## src/rtl/isa_pkg.sv

```systemverilog
// Opcode constants and sequencer state encoding shared by the decode stage.
package isa_pkg;
    localparam int OPW = 5;

    localparam logic [OPW-1:0] OP_NOP   = 5'b00000;
    localparam logic [OPW-1:0] OP_CALL  = 5'b11000;
    localparam logic [OPW-1:0] OP_CALL2 = 5'b11001;
    localparam logic [OPW-1:0] OP_RET   = 5'b11010;
    localparam logic [OPW-1:0] OP_RET2  = 5'b11011;
    localparam logic [OPW-1:0] OP_RTI   = 5'b11100;
    localparam logic [OPW-1:0] OP_RTI2  = 5'b11101;
    localparam logic [OPW-1:0] OP_INT1  = 5'b11110;
    localparam logic [OPW-1:0] OP_INT2  = 5'b11111;

    typedef enum logic [2:0] {
        IDLE,
        CALL2,
        RET2,
        RTI2,
        INT1,
        INT2,
        FLUSH
    } seq_state_t;
endpackage

```

## src/rtl/opcode_sequencer.sv

```systemverilog
// Decode-stage sequencer: expands CALL/RET/RTI and interrupts into two-part
// opcodes, inserts post-return flush bubbles and load-use stall bubbles.
module opcode_sequencer
    import isa_pkg::*;
#(
    parameter int RET_BUBBLES = 2,
    parameter int OPW         = 5
) (
    input  logic           clk,
    input  logic           rst,
    input  logic [OPW-1:0] instOpCode,
    input  logic           instValid,
    input  logic           loadUseStall,
    input  logic           intReq,
    output logic [OPW-1:0] opCodeOut,
    output logic           makeMeBubble,
    output logic           pcHold,
    output logic           intAck
);
    seq_state_t state, stateNext;
    logic [1:0] bubbleCnt, bubbleCntNext;
    logic       intPending;

    always_ff @(posedge clk or posedge rst) begin
        if (rst) begin
            state      <= IDLE;
            bubbleCnt  <= '0;
            intPending <= 1'b0;
        end else begin
            state      <= stateNext;
            bubbleCnt  <= bubbleCntNext;
            // a request arriving on the ack cycle must not be lost
            intPending <= intReq | (intPending & ~intAck);
        end
    end

    always_comb begin
        stateNext     = state;
        bubbleCntNext = bubbleCnt;
        opCodeOut     = OPW'(OP_NOP);
        makeMeBubble  = 1'b0;
        pcHold        = 1'b0;
        intAck        = 1'b0;

        if (rst) begin
            makeMeBubble = 1'b1;
            pcHold       = 1'b1;
        end else if (loadUseStall) begin
            makeMeBubble = 1'b1;
            pcHold       = 1'b1;
        end else begin
            unique case (state)
                IDLE: begin
                    if (intPending) begin
                        opCodeOut = OPW'(OP_INT1);
                        pcHold    = 1'b1;
                        stateNext = INT1;
                    end else if (instValid) begin
                        unique case (instOpCode)
                            OPW'(OP_CALL): begin
                                opCodeOut = instOpCode;
                                pcHold    = 1'b1;
                                stateNext = CALL2;
                            end
                            OPW'(OP_RET): begin
                                opCodeOut = instOpCode;
                                pcHold    = 1'b1;
                                stateNext = RET2;
                            end
                            OPW'(OP_RTI): begin
                                opCodeOut = instOpCode;
                                pcHold    = 1'b1;
                                stateNext = RTI2;
                            end
                            // part-two codes are internal only; drop them
                            OPW'(OP_CALL2), OPW'(OP_RET2), OPW'(OP_RTI2),
                            OPW'(OP_INT1), OPW'(OP_INT2): opCodeOut = OPW'(OP_NOP);
                            default: opCodeOut = instOpCode;
                        endcase
                    end
                end
                INT1: begin
                    opCodeOut = OPW'(OP_INT2);
                    pcHold    = 1'b1;
                    stateNext = INT2;
                end
                INT2: begin
                    makeMeBubble = 1'b1;
                    intAck       = 1'b1;
                    stateNext    = IDLE;
                end
                CALL2: begin
                    opCodeOut = OPW'(OP_CALL2);
                    stateNext = IDLE;
                end
                RET2, RTI2: begin
                    opCodeOut     = (state == RET2) ? OPW'(OP_RET2) : OPW'(OP_RTI2);
                    bubbleCntNext = 2'(RET_BUBBLES);
                    if (RET_BUBBLES == 0) begin
                        stateNext = IDLE;
                    end else begin
                        pcHold    = 1'b1;
                        stateNext = FLUSH;
                    end
                end
                FLUSH: begin
                    makeMeBubble  = 1'b1;
                    bubbleCntNext = bubbleCnt - 2'd1;
                    if (bubbleCnt == 2'd1) begin
                        stateNext = IDLE;
                    end else begin
                        pcHold = 1'b1;
                    end
                end
                default: stateNext = IDLE;
            endcase
        end
    end
endmodule
```

## config.mk

```make
export PLATFORM = sky130hd
export DESIGN_NAME = opcode_sequencer
export DESIGN_NICKNAME = d
export VERILOG_FILES = /design/src/rtl/isa_pkg.sv /design/src/rtl/opcode_sequencer.sv
export SDC_FILE = /design/constraint.sdc
export NUM_CORES = 1
export LEC_CHECK = 0
export ABC_AREA = 0
export CORE_AREA = 2 2 39 41
export DETAILED_ROUTE_END_ITERATION = 16
export DIE_AREA = 0 0 41 43
export MAX_ROUTING_LAYER = met4
export PLACE_DENSITY = 0.85
export SLEW_MARGIN = 20
export SYNTH_ARGS = -nofsm -noshare
export SYNTH_HDL_FRONTEND = slang
export SYNTH_SLANG_ARGS = --single-unit
export TNS_END_PERCENT = 100
```

## constraint.sdc

```tcl
create_clock -name clk -period 1.8 [get_ports clk]
set_clock_uncertainty 0.15 [all_clocks]
set_input_delay 0.27 -clock clk [delete_from_list [all_inputs] [get_ports clk]]
set_output_delay 0.27 -clock clk [all_outputs]
set_load 0.02 [all_outputs]
```

==> flow_metrics.env <==
export IMPL_fmax_ghz=0.523
export IMPL_min_period_ns=1.91
export IMPL_seqPwrFrac_pct=20.5
export IMPL_clockBufferDepth=2
export IMPL_grt_setup_unrepaired="true"
export IMPL_drv_cap=0
export IMPL_ios=18
export IMPL_ctsHoldBuffers=0
export IMPL_power_density_nw_per_um2=1080
export IMPL_ys_ff_latch=6
export IMPL_crit_family="compound AO/OA/AOI/OAI gates"
export IMPL_p_clk_share_pct=11.0
export IMPL_finalWirelength_um=2370
export IMPL_slowest_delay_ns=0.34
export IMPL_first_iter_violations=35
export IMPL_holdCritPathClass="primary input to asynchronous set/reset pin"
export IMPL_drc=0
export IMPL_tns_ns=-0.340
export IMPL_clockRootBuffer="clkbuf_4"
export IMPL_drive_above_1_share_pct=49.6
export IMPL_crit_path_start_kind="primary input"
export IMPL_dr_pass1_iters=4
export IMPL_path_cells="clkdlybuf4s15_1 > and4b_4 > a211o_1 > a221o_1 > buf_6"
export IMPL_antenna_found_initial=0
export IMPL_crit_slowest_cell="a221o_1"
export IMPL_fin_nets=140
export IMPL_grt_pass1_vias=806
export IMPL_ant_nets=0
export IMPL_num_rows=14
export IMPL_grtUsageTotal_pct=29.1
export IMPL_maxSlewHeadroom_pct=82.1
export IMPL_setup_slack_ns=-0.111
export IMPL_insertion_delay_ns=0.25
export IMPL_timing_rr_end="bubbleCnt[1]$_DFFE_PP0P_"
export IMPL_design_area_um2=1080
export IMPL_grt_pass1_wl_um=3390
export IMPL_power_internal_w=0.000663
export IMPL_die_w_um=41
export IMPL_placed_cell_area_um2=907
export IMPL_syn_nets=85
export IMPL_arrival_ns=1.49
export IMPL_h_tree_depth=1
export IMPL_wl_per_cell_um=16.6
export IMPL_dieArea_um2=1760
export IMPL_coreArea_um2=1380
export IMPL_hold_viol=0
export IMPL_power_switching_w=0.000509
export IMPL_ys_seq_area_share_pct=26.7
export IMPL_crit_required_ns=1.38
export IMPL_worst_pin_slew_ns=0.267
export IMPL_rrSetupSlack_ns=0.03
export IMPL_die_h_um=43
export IMPL_portBuffers=17
export IMPL_yosys_warnings=0
export IMPL_synthDistinctLibCells=33
export IMPL_cts_sinks=6
export IMPL_grt_overflow=0
export IMPL_post_place_ws_ns=-0.658
export IMPL_ir_drop_uv=750
export IMPL_p_leak_nw=0.512
export IMPL_min_period_over_period_pct=106
export IMPL_tritoncts="done"
export IMPL_comb_power_share_pct=68.5
export IMPL_n_antenna_cell=0
export IMPL_cp_end_kind="output port"
export IMPL_violations="negative setup slack"
export IMPL_worstReg2RegStart="state[0]$_DFFE_PP0P_"
export IMPL_crit_path_max_fanout=2
export IMPL_drv_slew=0
export IMPL_area_growth_pct=92.0
export IMPL_setup_viol=6
export IMPL_p_sw_share_pct=43.4
export IMPL_cp_num_buf_inv=2
export IMPL_viasPerCell=5.81
export IMPL_ff2ff_path_depth=5
export IMPL_cts_made_buffers=3
export IMPL_grt_max_degree=10
export IMPL_synth_area_um2=563
export IMPL_start_util_pct=40.7
export IMPL_outcome="complete, but fails checks"
export IMPL_synth_cells=74
export IMPL_dp_hpwl_um=1450
export IMPL_worstSetupPathType="primary input to output port"
export IMPL_vias=831
export IMPL_clkTransAtPathRegs_ns=0.05
export IMPL_syn_area_per_cell_um2=7.61
export IMPL_place_congestion=0.882
## per-stage QoR
stage	std cells	power, W	util, %	hold WS, ns
finish	143	0.00117	78.1	0.00293
detailed placement	126	0.000825	65.6	0.473
global placement	126	0.000801	65.6	0.464
CTS	140	0.00110	74.5	0.308
global route	143	0.00123	78.1	0.0191
floorplan	74	0.000528	-	-0.0890
## layout make-up
class | instances | area (µm²)
flip-flops and latches | 6 | 153
clock buffers | 3 | 22.5
well taps | 16 | 20.0
multi-input cells | 58 | 424
fillers | 86 | 303
inverters | 6 | 22.5
repair buffers | 54 | 439
## worst register-to-register path, stage by stage (launching register included)
cell and delay, ns:
dfrtp_1 0.39, buf_6 0.15, buf_4 0.16, or4b_4 0.56
o2bb2ai_2 0.15, a22oi_1 0.08
## timing repair
item	4_1_cts	5_1_grt
setup buffers	11	3
endpoints found under the hold margin	0	0
resized for setup	63	7
endpoints found under the setup margin	8	9
pin swaps	5	5
## layer usage
layer  wire, µm  part of all wire (%)  vias up  GRT usage [%]
li1           -                     -      390              -
met4         42                   1.8        0           12.7
met2       1250                    53       24           46.3
met3         66                   2.8        6           8.90
met1       1010                    43      411           31.7
met5          0                     0        -              -
## sequential cells by signal, indices dropped and copies added, names as in the netlist
| name | count |
|---|---|
| intPending | 1 |
| bubbleCnt | 2 |
| state | 3 |
## cells in the final DEF, fill, tap and decap left out, types with 2 or more instances in the layout
master           netlist  final
a21oi_1                5      4
a31oi_1                2      2
buf_2                  3      2
buf_4                  0     39
buf_6                  0      3
clkbuf_4               0      3
clkdlybuf4s15_1        0      3
dfrtp_1                6      4
dfrtp_2                0      2
dlygate4sd2_1          0      3
dlymetal6s2s_1         0      2
inv_1                  6      5
nand2_1                8      8
nand3_1                2      2
nor2_1                 4      2
o211ai_1               4      4
o21ai_0                8      6
o21ai_2                1      2
o31ai_1                3      3
## worst max-delay path by stage
stage	from	endpoint	slack [ns]	cells past startpoint
after detailed placement	instOpCode[0]	pcHold	-0.66	5
final	instOpCode[3]	pcHold	-0.11	5
after global routing	instOpCode[3]	pcHold	-0.12	5
after floorplan	state[2]$_DFFE_PP0P_	opCodeOut[1]	0.12	4
after CTS	state[2]$_DFFE_PP0P_	pcHold	-0.08	3
after global placement	instOpCode[0]	pcHold	-0.62	5
## cell usage after synthesis
library cell / count / share of area (%)
xor2_1: 1 / 1.6
and4b_4: 1 / 2.4
a211oi_1: 1 / 1.3
nand2b_1: 1 / 1.1
a22oi_1: 1 / 1.3
nor3_1: 1 / 0.89
o21bai_1: 1 / 1.3
nor2_1: 4 / 2.7
nor3_2: 1 / 1.8
nand3_1: 2 / 1.8
nor2b_1: 1 / 1.1
o2111ai_1: 1 / 1.6
nor4_1: 2 / 2.2
a21oi_1: 5 / 4.4
a221o_1: 1 / 1.8
ha_1: 1 / 2.2
a31oi_1: 2 / 2.2
or4b_4: 1 / 2.4
or2_2: 1 / 1.1
xnor2_1: 1 / 1.6
o2bb2ai_1: 1 / 1.6
nand4_1: 1 / 1.1
o21ai_0: 8 / 7.1
o21ai_2: 1 / 1.6
nand2_1: 8 / 5.3
o211ai_1: 4 / 5.3
a211o_1: 1 / 1.6
a22o_1: 1 / 1.6
inv_1: 6 / 4.0
buf_2: 3 / 2.7
o31ai_1: 3 / 4.0
clkbuf_1: 1 / 0.67
dfrtp_1: 6 / 27
## kinds of logic (layout without fill, tap and decap cells)
logic type	count (synthesis)	in the layout	synth area share (%)
compound gates	31	31	36.7
simple gates	24	24	24.0
buf+inv	10	63	7.33
flops	6	6	26.7
xor+xnor	2	2	3.11
fa+ha+maj	1	1	2.22
## power groups by stage
stage	combinational, W	sequential, W	clock [W]
global route	0.000853	0.000242	0.000139
CTS	0.000747	0.000231	0.000126
global placement	0.000561	0.000239	0
finish	0.000803	0.000240	0.000129
detailed placement	0.000583	0.000242	0
floorplan	0.000305	0.000223	0
Note: power is estimated with default switching activity, not from simulation.
